<file path="config.mk">
export PLATFORM = sky130hd
export DESIGN_NAME = rvvi_cmd_decoder_flat
export DESIGN_NICKNAME = d
export VERILOG_FILES = /design/src/rtl/rvvi_cmd_decoder_if.sv /design/src/rtl/rvvi_cmd_decoder.sv /design/src/flat_wrapper.sv
export SDC_FILE = /design/constraint.sdc
export NUM_CORES = 1
export LEC_CHECK = 0
export ABC_AREA = 1
export BUFFER_PORTS_ARGS = -buffer_cell sky130_fd_sc_hd__buf_2
export CAP_MARGIN = 20
export CORE_MARGIN = 1.5
export CORE_UTILIZATION = 25
export CTS_CLUSTER_SIZE = 30
export DETAILED_ROUTE_END_ITERATION = 16
export PLACE_DENSITY = 0.42
export SYNTH_ARGS = -nofsm -noshare
export SYNTH_HDL_FRONTEND = slang
export SYNTH_SLANG_ARGS = --single-unit
</file>
<file path="constraint.sdc">
create_clock -name clk -period 3.05 [get_ports clk]
set_input_delay 0.4575 -clock clk [delete_from_list [all_inputs] [get_ports clk]]
set_output_delay 0.4575 -clock clk [all_outputs]
set_load 0.01 [all_outputs]
</file>
<file path="src/rtl/rvvi_cmd_decoder_if.sv">
// rtl/rvvi_cmd_decoder_if.sv - Ethernet RX AXI-stream bundle feeding the host-command decoder
//
// Purpose: groups the four RX stream signals so the decoder takes one port.
// Signals:
//   RvviAxiRdata   32  RX stream data word
//   RvviAxiRstrb    4  byte strobes for RvviAxiRdata
//   RvviAxiRlast    1  last word of the current frame
//   RvviAxiRvalid   1  word valid; the stream has no ready, every valid word is consumed
// Modports: master drives the stream (RX MAC side), slave consumes it (decoder).

interface rvvi_cmd_decoder_if;
   logic [31:0] RvviAxiRdata;
   logic [3:0]  RvviAxiRstrb;
   logic        RvviAxiRlast;
   logic        RvviAxiRvalid;

   modport master (output RvviAxiRdata, output RvviAxiRstrb, output RvviAxiRlast, output RvviAxiRvalid);
   modport slave  (input  RvviAxiRdata, input  RvviAxiRstrb, input  RvviAxiRlast, input  RvviAxiRvalid);
endinterface

</file>
<file path="src/rtl/rvvi_cmd_decoder.sv">
// rtl/rvvi_cmd_decoder.sv - multi-channel host-command decoder on the tracer's Ethernet RX stream
//
// Purpose: checks the MAC/EtherType header of each RX frame, matches the 48-bit command tag
// against NUM_CMDS tags and captures PAYLOAD_WORDS payload words into the matching channel.
// Ports:
//   clk           clock
//   reset         synchronous, active-high reset
//   rx            RX stream (rvvi_cmd_decoder_if.slave): data, strobes, last, valid
//   CmdValid      one-cycle pulse per completed command, one bit per channel
//   CmdPayload    held payload; channel i at [i*PAYLOAD_WORDS*32 +: PAYLOAD_WORDS*32], word0 in LSBs
//   FrameDropped  one-cycle pulse when a frame with a matched header/tag ends before its payload
//   CmdHitCount   (RVVI_CMD_STATS_EN only) 16-bit saturating per-channel command counters
//   DropCount     (RVVI_CMD_STATS_EN only) 16-bit saturating dropped-frame counter
// Optional feature: define RVVI_CMD_STATS_EN to add the statistics counters.

module rvvi_cmd_decoder #(
   parameter int                       NUM_CMDS      = 4,
   parameter int                       PAYLOAD_WORDS = 1,
   parameter logic [47:0]              DST_MAC       = 48'h8F54_0000_1654,
   parameter logic [47:0]              SRC_MAC       = 48'h4502_1111_6843,
   parameter logic [15:0]              ETH_TYPE      = 16'h005C,
   parameter logic [NUM_CMDS*48-1:0]   CMD_TAGS      = {48'h1234_5678_7274, 48'h6574_6172_7465,
                                                        48'h6E77_6F64_6C73, 48'h6E69_6769_7274}
) (
   input  logic                                  clk,
   input  logic                                  reset,
   rvvi_cmd_decoder_if.slave                     rx,
   output logic [NUM_CMDS-1:0]                   CmdValid,
   output logic [NUM_CMDS*PAYLOAD_WORDS*32-1:0]  CmdPayload,
`ifdef RVVI_CMD_STATS_EN
   output logic                                  FrameDropped,
   output logic [NUM_CMDS*16-1:0]                CmdHitCount,
   output logic [15:0]                           DropCount
`else
   output logic                                  FrameDropped
`endif
);

   localparam int PW32 = PAYLOAD_WORDS * 32;

   typedef enum logic [2:0] {IDLE, HDR, TAG, PAY, DRAIN} state_t;

   state_t               state, nextState;
   logic [2:0]           wordCnt, nextCnt;
   logic [NUM_CMDS-1:0]  candMask, nextMask;
   logic [NUM_CMDS-1:0]  selOh, nextSel;
   logic [PW32-1:0]      shadow, stageNext;
   logic [NUM_CMDS-1:0]  tagLoHit, tagHiHit;
   logic                 strbOk, hdrOk, lastPay, commit, drop;

   assign strbOk = (rx.RvviAxiRstrb == 4'hF);

   // w3 carries TAG[15:0] in its upper half, w4 carries TAG[47:16].
   always_comb begin
      tagLoHit = '0;
      tagHiHit = '0;
      for (int i = 0; i < NUM_CMDS; i++) begin
         tagLoHit[i] = (rx.RvviAxiRdata[31:16] == CMD_TAGS[48*i +: 16]);
         tagHiHit[i] = (rx.RvviAxiRdata == CMD_TAGS[48*i+16 +: 32]);
      end
   end

   always_ff @(posedge clk) begin
      if (reset) state <= IDLE;
      else       state <= nextState;
   end

   always_comb begin
      nextState = state;
      nextCnt   = wordCnt;
      nextMask  = candMask;
      nextSel   = selOh;
      stageNext = shadow;
      hdrOk     = 1'b0;
      commit    = 1'b0;
      drop      = 1'b0;
      lastPay   = (wordCnt == 3'(PAYLOAD_WORDS - 1));
      if (rx.RvviAxiRvalid) begin
         nextCnt = wordCnt + 3'd1;
         case (state)
            IDLE: begin
               hdrOk     = (rx.RvviAxiRdata == DST_MAC[31:0]);
               nextState = (strbOk && hdrOk) ? HDR : DRAIN;
            end
            HDR: begin
               case (wordCnt)
                  3'd1:    hdrOk = (rx.RvviAxiRdata == {SRC_MAC[15:0], DST_MAC[47:32]});
                  3'd2:    hdrOk = (rx.RvviAxiRdata == SRC_MAC[47:16]);
                  default: hdrOk = (rx.RvviAxiRdata[15:0] == ETH_TYPE) && (|tagLoHit);
               endcase
               nextMask = tagLoHit;
               if (!(strbOk && hdrOk))  nextState = DRAIN;
               else if (wordCnt == 3'd3) nextState = TAG;
            end
            TAG: begin
               nextMask  = candMask & tagHiHit;
               // isolate the lowest set bit so duplicate tags resolve to the lowest channel
               nextSel   = nextMask & (~nextMask + NUM_CMDS'(1));
               // from here on the counter indexes payload words, not frame words
               nextCnt   = 3'd0;
               nextState = (strbOk && (|nextMask)) ? PAY : DRAIN;
            end
            PAY: begin
               for (int w = 0; w < PAYLOAD_WORDS; w++)
                  if (wordCnt == 3'(w)) stageNext[w*32 +: 32] = rx.RvviAxiRdata;
               if (!strbOk) begin
                  drop      = 1'b1;
                  nextState = DRAIN;
               end else if (lastPay) begin
                  commit    = 1'b1;
                  nextState = DRAIN;
               end else if (rx.RvviAxiRlast) begin
                  drop      = 1'b1;
               end
            end
            DRAIN: ;
            default: nextState = IDLE;
         endcase
         // end of frame overrides every other transition
         if (rx.RvviAxiRlast) begin
            nextState = IDLE;
            nextCnt   = 3'd0;
         end
      end
   end

   always_ff @(posedge clk) begin
      if (reset) begin
         wordCnt      <= 3'd0;
         candMask     <= '0;
         selOh        <= '0;
         shadow       <= '0;
         CmdValid     <= '0;
         CmdPayload   <= '0;
         FrameDropped <= 1'b0;
      end else begin
         wordCnt      <= nextCnt;
         candMask     <= nextMask;
         selOh        <= nextSel;
         shadow       <= stageNext;
         CmdValid     <= commit ? selOh : '0;
         FrameDropped <= drop;
         if (commit) begin
            for (int i = 0; i < NUM_CMDS; i++)
               if (selOh[i]) CmdPayload[i*PW32 +: PW32] <= stageNext;
         end
      end
   end

`ifdef RVVI_CMD_STATS_EN
   logic [NUM_CMDS*16-1:0] hitCnt;
   logic [15:0]            dropCnt;

   always_ff @(posedge clk) begin
      if (reset) begin
         hitCnt  <= '0;
         dropCnt <= 16'd0;
      end else begin
         for (int i = 0; i < NUM_CMDS; i++)
            if (CmdValid[i] && (hitCnt[i*16 +: 16] != 16'hFFFF))
               hitCnt[i*16 +: 16] <= hitCnt[i*16 +: 16] + 16'd1;
         if (FrameDropped && (dropCnt != 16'hFFFF))
            dropCnt <= dropCnt + 16'd1;
      end
   end

   assign CmdHitCount = hitCnt;
   assign DropCount   = dropCnt;
`endif

endmodule
</file>
<file path="src/flat_wrapper.sv">
// flat-port wrapper written by rule: the top's interface ports become plain ports
module rvvi_cmd_decoder_flat 
#(
   parameter int                       NUM_CMDS      = 4,
   parameter int                       PAYLOAD_WORDS = 1,
   parameter logic [47:0]              DST_MAC       = 48'h8F54_0000_1654,
   parameter logic [47:0]              SRC_MAC       = 48'h4502_1111_6843,
   parameter logic [15:0]              ETH_TYPE      = 16'h005C,
   parameter logic [NUM_CMDS*48-1:0]   CMD_TAGS      = {48'h1234_5678_7274, 48'h6574_6172_7465,
                                                        48'h6E77_6F64_6C73, 48'h6E69_6769_7274}
)
  (clk, reset, CmdValid, CmdPayload, FrameDropped, rx_RvviAxiRdata, rx_RvviAxiRstrb, rx_RvviAxiRlast, rx_RvviAxiRvalid);
  rvvi_cmd_decoder_if rx_i ();
  input  logic clk;
  input  logic reset;
  output logic [NUM_CMDS-1:0] CmdValid;
  output logic [NUM_CMDS*PAYLOAD_WORDS*32-1:0] CmdPayload;
  output logic FrameDropped;
  input wire logic [$bits(rx_i.RvviAxiRdata)-1:0] rx_RvviAxiRdata;
  input wire logic [$bits(rx_i.RvviAxiRstrb)-1:0] rx_RvviAxiRstrb;
  input wire logic [$bits(rx_i.RvviAxiRlast)-1:0] rx_RvviAxiRlast;
  input wire logic [$bits(rx_i.RvviAxiRvalid)-1:0] rx_RvviAxiRvalid;
  assign rx_i.RvviAxiRdata = rx_RvviAxiRdata;
  assign rx_i.RvviAxiRstrb = rx_RvviAxiRstrb;
  assign rx_i.RvviAxiRlast = rx_RvviAxiRlast;
  assign rx_i.RvviAxiRvalid = rx_RvviAxiRvalid;
  rvvi_cmd_decoder #(.NUM_CMDS(NUM_CMDS), .PAYLOAD_WORDS(PAYLOAD_WORDS), .DST_MAC(DST_MAC), .SRC_MAC(SRC_MAC), .ETH_TYPE(ETH_TYPE), .CMD_TAGS(CMD_TAGS)) u_core (.clk(clk), .reset(reset), .rx(rx_i), .CmdValid(CmdValid), .CmdPayload(CmdPayload), .FrameDropped(FrameDropped));
endmodule
</file>
* Word level (Yosys, flattened, before mapping)
Index checks and enable logic that the tools add are counted.
** Storage, ports and cells
- Flip-flop bits (word level) :: 179
** Cells by class
- Equality and inequality tests :: 22
- Bitwise gates (word level) :: 6
- Muxes and demuxes :: 24
- Reductions and logical operators :: 18
- Add/subtract/negate cells :: 2
** Operator list (count)
- $eq A32 B31 Y1 const B :: 5
- $mux W32 :: 3
- $eq A16 B15 Y1 const B :: 3
- $eq A32 B13 Y1 const B :: 1
- $eq A32 B29 Y1 const B :: 1
- $mux W3 :: 9
- $eq A16 B7 Y1 const B :: 1
- $pmux W3 S5 :: 1
- $eq A3 B2 Y1 const B :: 4
- $reduce_and A2 Y1 :: 6
- $mux W1 :: 9
- $and A4 B4 Y4 :: 2
- $ne A4 B4 Y1 const B :: 2
- $pmux W4 S2 :: 1
- $eq A3 B1 Y1 const B :: 2
- $logic_not A3 Y1 :: 2
- $reduce_or A3 Y1 :: 2
- $add A4 B1 Y4 const B :: 1
- $eq A4 B4 Y1 const B :: 1
- $logic_and A1 B1 Y1 :: 4
- $not A4 Y4 :: 1
- $reduce_and A4 Y1 :: 1
- $reduce_or A4 Y1 :: 1
- $add A3 B1 Y3 const B :: 1
- 6 further kinds :: 8

* Depth between registers and ports, before layout
- Depth after elaboration :: 10
- Depth in mapped cells :: 17
- Depth with buffers taken out :: 17

* Worst setup path before layout
Ideal clock, no wire load.
- Path type :: register -> register
- Start point :: register u_core.wordCnt[0]
- End point :: register u_core.state[0]
- Cell stages (with the launch flop) :: 16
- Period minus slack after synthesis :: 1.726 ns
- Library setup time :: 0.119 ns
- Setup slack :: 1.324 ns
- Arrival :: 1.607 ns
- Required time :: 2.931 ns
- Buffers on the path :: 0
- Cell sequence :: dfxtp_1 -> inv_1 -> ha_1 -> inv_1 -> nor2_2 -> nand2_1 -> nand2_1 -> nand2_1 -> nor2_1 -> nand3_1 -> a21oi_2 -> nand4_2 -> nand2_1 -> inv_1 -> nand2_1 -> a21oi_2
** On the way
- Longest elaborated chain between the ends :: 8
- Elaborated cells on any way between the ends :: 14
- Classes of those cells :: eq/ne (5); mux (6); reduce/logical (3)
** RTL lines
- from (decl) :: line rvvi_cmd_decoder.sv:44 : logic [2:0] wordCnt, nextCnt;
- from (signal assigned) :: line rvvi_cmd_decoder.sv:137 : wordCnt <= nextCnt;
- $eq A3 B2 Y1 / $eq A3 B1 Y1 (equally long branches) :: line rvvi_cmd_decoder.sv:86 : case (wordCnt)
- $pmux W1 S2 :: line rvvi_cmd_decoder.sv:86
- $mux W1 :: line rvvi_cmd_decoder.sv:80 : case (state)
- $mux W1 :: line rvvi_cmd_decoder.sv:78 : if (rx.RvviAxiRvalid) begin
- $logic_and A1 B1 Y1 :: line rvvi_cmd_decoder.sv:92 : if (!(strbOk && hdrOk)) nextState = DRAIN;
- $mux W3 :: line rvvi_cmd_decoder.sv:92
- $pmux W3 S5 :: line rvvi_cmd_decoder.sv:80
- $mux W3 :: line rvvi_cmd_decoder.sv:120 : if (rx.RvviAxiRlast) begin
- to (signal assigned) :: line rvvi_cmd_decoder.sv:65 : else state <= nextState;
- to (decl) :: line rvvi_cmd_decoder.sv:43 : state_t state, nextState;
Parallel ways exist; a longest one is shown, timed or not. The select of a mux whose other input is x is not followed.
A chain may end at the register's enable or synchronous reset.

* Worst setup path after layout
- Start point :: register u_core.wordCnt[0]
- End point :: register u_core.CmdPayload[97]
** On the way
- Longest elaborated chain between the ends :: 6
- Elaborated cells on any way between the ends :: 9
- Classes of those cells :: mux (7); reduce/logical (2)
** RTL lines
- $logic_not A3 Y1 * :: line rvvi_cmd_decoder.sv:77, rvvi_cmd_decoder.sv:105
- $mux W1 :: line rvvi_cmd_decoder.sv:109 : end else if (lastPay) begin
- $mux W1 :: line rvvi_cmd_decoder.sv:106 : if (!strbOk) begin
- $mux W1 :: line rvvi_cmd_decoder.sv:80
- $mux W1 :: line rvvi_cmd_decoder.sv:78
- $reduce_and A2 Y1 (no line)
- to (signal, indexed assignment) :: line rvvi_cmd_decoder.sv:145 : if (selOh[i]) CmdPayload[i*PW32 +: PW32] <= stageNext;
- to (decl) :: line rvvi_cmd_decoder.sv:29 : output logic [NUM_CMDS*PAYLOAD_WORDS*32-1:0] CmdPayload,
Every way passes the cells marked *; elsewhere a longest branch is shown, timed or not.

==> impl_metrics.json <==
{
  "rows": 64,
  "critPathMaxFanout": 36,
  "max_freq_ghz": 0.4721,
  "cts_max_path_buffers": 2,
  "clock-sinks": 179,
  "rsz0062_at_grt": "no",
  "synth_top_family_by_area": "compound AO/OA/AOI/OAI gates",
  "routedWlPerCell_um": 14.33,
  "cp.arrival_ps": 2420,
  "wl_met1_um": 12230,
  "hold_path.class": "in -> reg",
  "end_kind": "flip-flop",
  "layout_common_cells": "inv_1 (205), dfxtp_1 (179), buf_2 (172)",
  "mappedNetlistNets": 1134,
  "die_height_um": 179.8,
  "ir_worst_vdd_uv": 381.6,
  "grt_pass1_wl_um": 37170,
  "first_pass_iters": 5,
  "drt_wl_total_um": 23540,
  "final_util_pct": 31.43,
  "worst_slew_pin_slew_ps": 601.8,
  "drcViolationCount": 0,
  "synth_compound_gate_area_share_pct": 21.95,
  "yosys.area_share.simple_pct": 15.93,
  "leakagePower_nw": 4.393,
  "worst_setup_path_start_kind": "flip-flop",
  "timing.rr.end": "u_core.CmdPayload[97]",
  "synth.mux.area_fraction_pct": 0,
  "synth.distinct_cells": 29,
  "yosysSeqAreaShare_pct": 45.85,
  "final_common_cell": "inv_1",
  "area_delta_synth_final_pct": 23.32,
  "required_ps": 3360,
  "cts_root_buf": "clkbuf_16",
  "reg2reg_depth": 11,
  "syn_inst": 1089,
  "ctsHtreeMaxLevel": 4,
  "r2r_setup_slack_ps": 930,
  "period_minus_slack_ps": 2118,
  "cts_made_buffers": 17,
  "cts_resized": 0,
  "grt_max_degree": 103,
  "status": "finished clean",
  "wl_met3_um": 1065,
  "synthXorXnorAreaFrac_pct": 0,
  "ios": 173,
  "power_density_nw_per_um2": 512.5,
  "fin_skew_ps": 12.27,
  "period_share_pct": 69.44,
  "synth_edf_count": 0,
  "nNetsFinal": 1280,
  "grt_pass1_vias": 6390,
  "syn_area_um2": 7816,
  "ys_ff_latch": 179,
  "antenna_cells": 0,
  "dr_wl_met2_um": 9910,
  "cts-hold-fix-buffers": 0,
  "gp_congestion": 0.8653,
  "fp.dieArea_um2": 32340,
  "drtIter0Drc": 417,
  "worst-setup-path-type": "reg -> reg",
  "hold_end": "u_core.shadow[7]",
  "ys_warn_count": 0,
  "die_x_um": 179.8,
  "whs_path_depth": 3,
  "synth_ff_type": "dfxtp_1",
  "synth_area_per_cell_um2": 7.177,
  "antenna_found_initial": 0,
  "tns_ps": 0,
  "fillers": 3407,
  "viasPerCell": 4.225,
  "grt_overflow_total": 0,
  "antenna_left": 0,
  "post_cts_buffers": 0,
  "final-max-slew-violation-count": 0,
  "async_flop_share_pct": 0,
  "synth-adder-area-share_pct": 0.8004,
  "slew_headroom_pct": 59.88,
  "port-buffer-count": 172,
  "via_count": 6942,
  "core-area_um2": 30670,
  "finalHoldViolations": 0,
  "top_layer": "met4",
  "cap_violations": 0,
  "cts_tree": "yes",
  "insertion_delay_ps": 440,
  "hpwl_um": 17390,
  "min_from": "rx_RvviAxiRdata[7]",
  "start_util_pct": 25.49,
  "grt_util_all_layers_pct": 14.73,
  "clkTransAtPathRegs_ps": 70,
  "drive_gt1_share_pct": 25.02,
  "r2r_start": "u_core.wordCnt[0]",
  "setup_viol": 0
}
==> power by group <==
part,switching [mW],internal (mW)
Clock,0.963,1.41
Sequential,0.00221,2.34
Combinational,0.154,0.0681
==> through the flow <==
stage / worst slack [ps] / total power [mW] / cell area, um2 / hold slack [ps] / instances
2_1_floorplan: 1324 / 2.523 / 7816 / 443.9 / 1089
3_3_place_gp: 853.7 / 2.620 / 9006 / 430.4 / 1612
3_5_place_dp: 853.6 / 2.619 / 9006 / 433.8 / 1612
4_1_cts: 956.3 / 5.031 / 9639 / 303.3 / 1643
5_1_grt: 788.0 / 5.148 / 9639 / 339.3 / 1643
6_report: 932.0 / 4.940 / 9639 / 318.3 / 1643
==> worst max-delay path by stage <==
stage	start	endpoint	slack, ps	depth (start not counted)
after detailed placement	rx_RvviAxiRvalid	u_core.CmdPayload[97]	850	10
after global routing	u_core.wordCnt[0]	u_core.CmdPayload[1]	790	11
after CTS	u_core.wordCnt[0]	u_core.CmdPayload[97]	960	11
after global placement	rx_RvviAxiRvalid	u_core.CmdPayload[97]	850	10
after floorplan	u_core.wordCnt[0]	u_core.state[0]	1320	15
final	u_core.wordCnt[0]	u_core.CmdPayload[97]	930	11
==> cell type report <==
type | count | area, um2 | area share (%)
Sequential cell | 179 | 3583 | 37.18
Clock buffer | 19 | 452.9 | 4.699
Multi-Input combinational cell | 610 | 3033 | 31.46
Clock inverter | 12 | 180.2 | 1.869
Tap cell | 396 | 495.5 | 5.140
Timing Repair Buffer | 182 | 973.4 | 10.10
Inverter | 245 | 920.9 | 9.553
==> sequential cells by signal, summed over array words and instances (netlist names) <==
signal,flops
u_core.shadow,32
u_core.CmdPayload,128
u_core.selOh,4
u_core.candMask,4
u_core.FrameDropped,1
u_core.wordCnt,3
u_core.state,3
u_core.CmdValid,4
==> metal layers <==
layer,GRT usage [%],up-vias
met5,0,-
met4,4.600,0
met3,3.262,21
met2,21.38,171
met1,21.45,3066
li1,-,3684
==> critical path, stage by stage, from the launching register on <==
cell	delay (ps)
dfxtp_1	360
inv_1	90
ha_1	200
inv_1	50
nor2_1	60
nand2_2	130
buf_4	430
nand2_1	200
o21ai_2	150
inv_2	110
o21ai_1	140
a21oi_1	50
==> cells in the mapped netlist, types with 6 or more instances <==
cell type / number / area (um2)
o21ai_1: 134 / 670.6
a21oi_1: 142 / 710.7
inv_1: 206 / 773.2
nor2_1: 114 / 427.9
nand2_1: 109 / 409.1
buf_2: 25 / 125.1
inv_2: 38 / 142.6
buf_6: 7 / 78.83
clkbuf_1: 18 / 67.56
nand3_1: 26 / 130.1
dfxtp_1: 179 / 3583
nand4_1: 9 / 56.30
o21ai_0: 6 / 30.03
nor3_1: 6 / 30.03
nor2_2: 10 / 62.56
o21ai_2: 29 / 254.0
==> cell families (layout without fill, tap and decap cells) <==
| logic type | count (synthesis) | in the layout |
|---|---|---|
| compound gates | 317 | 317 |
| buf+inv | 300 | 458 |
| simple gates | 288 | 288 |
| flops | 179 | 179 |
| fa+ha+maj | 5 | 5 |
No activity file was read; power rests on OpenSTA's default activity.
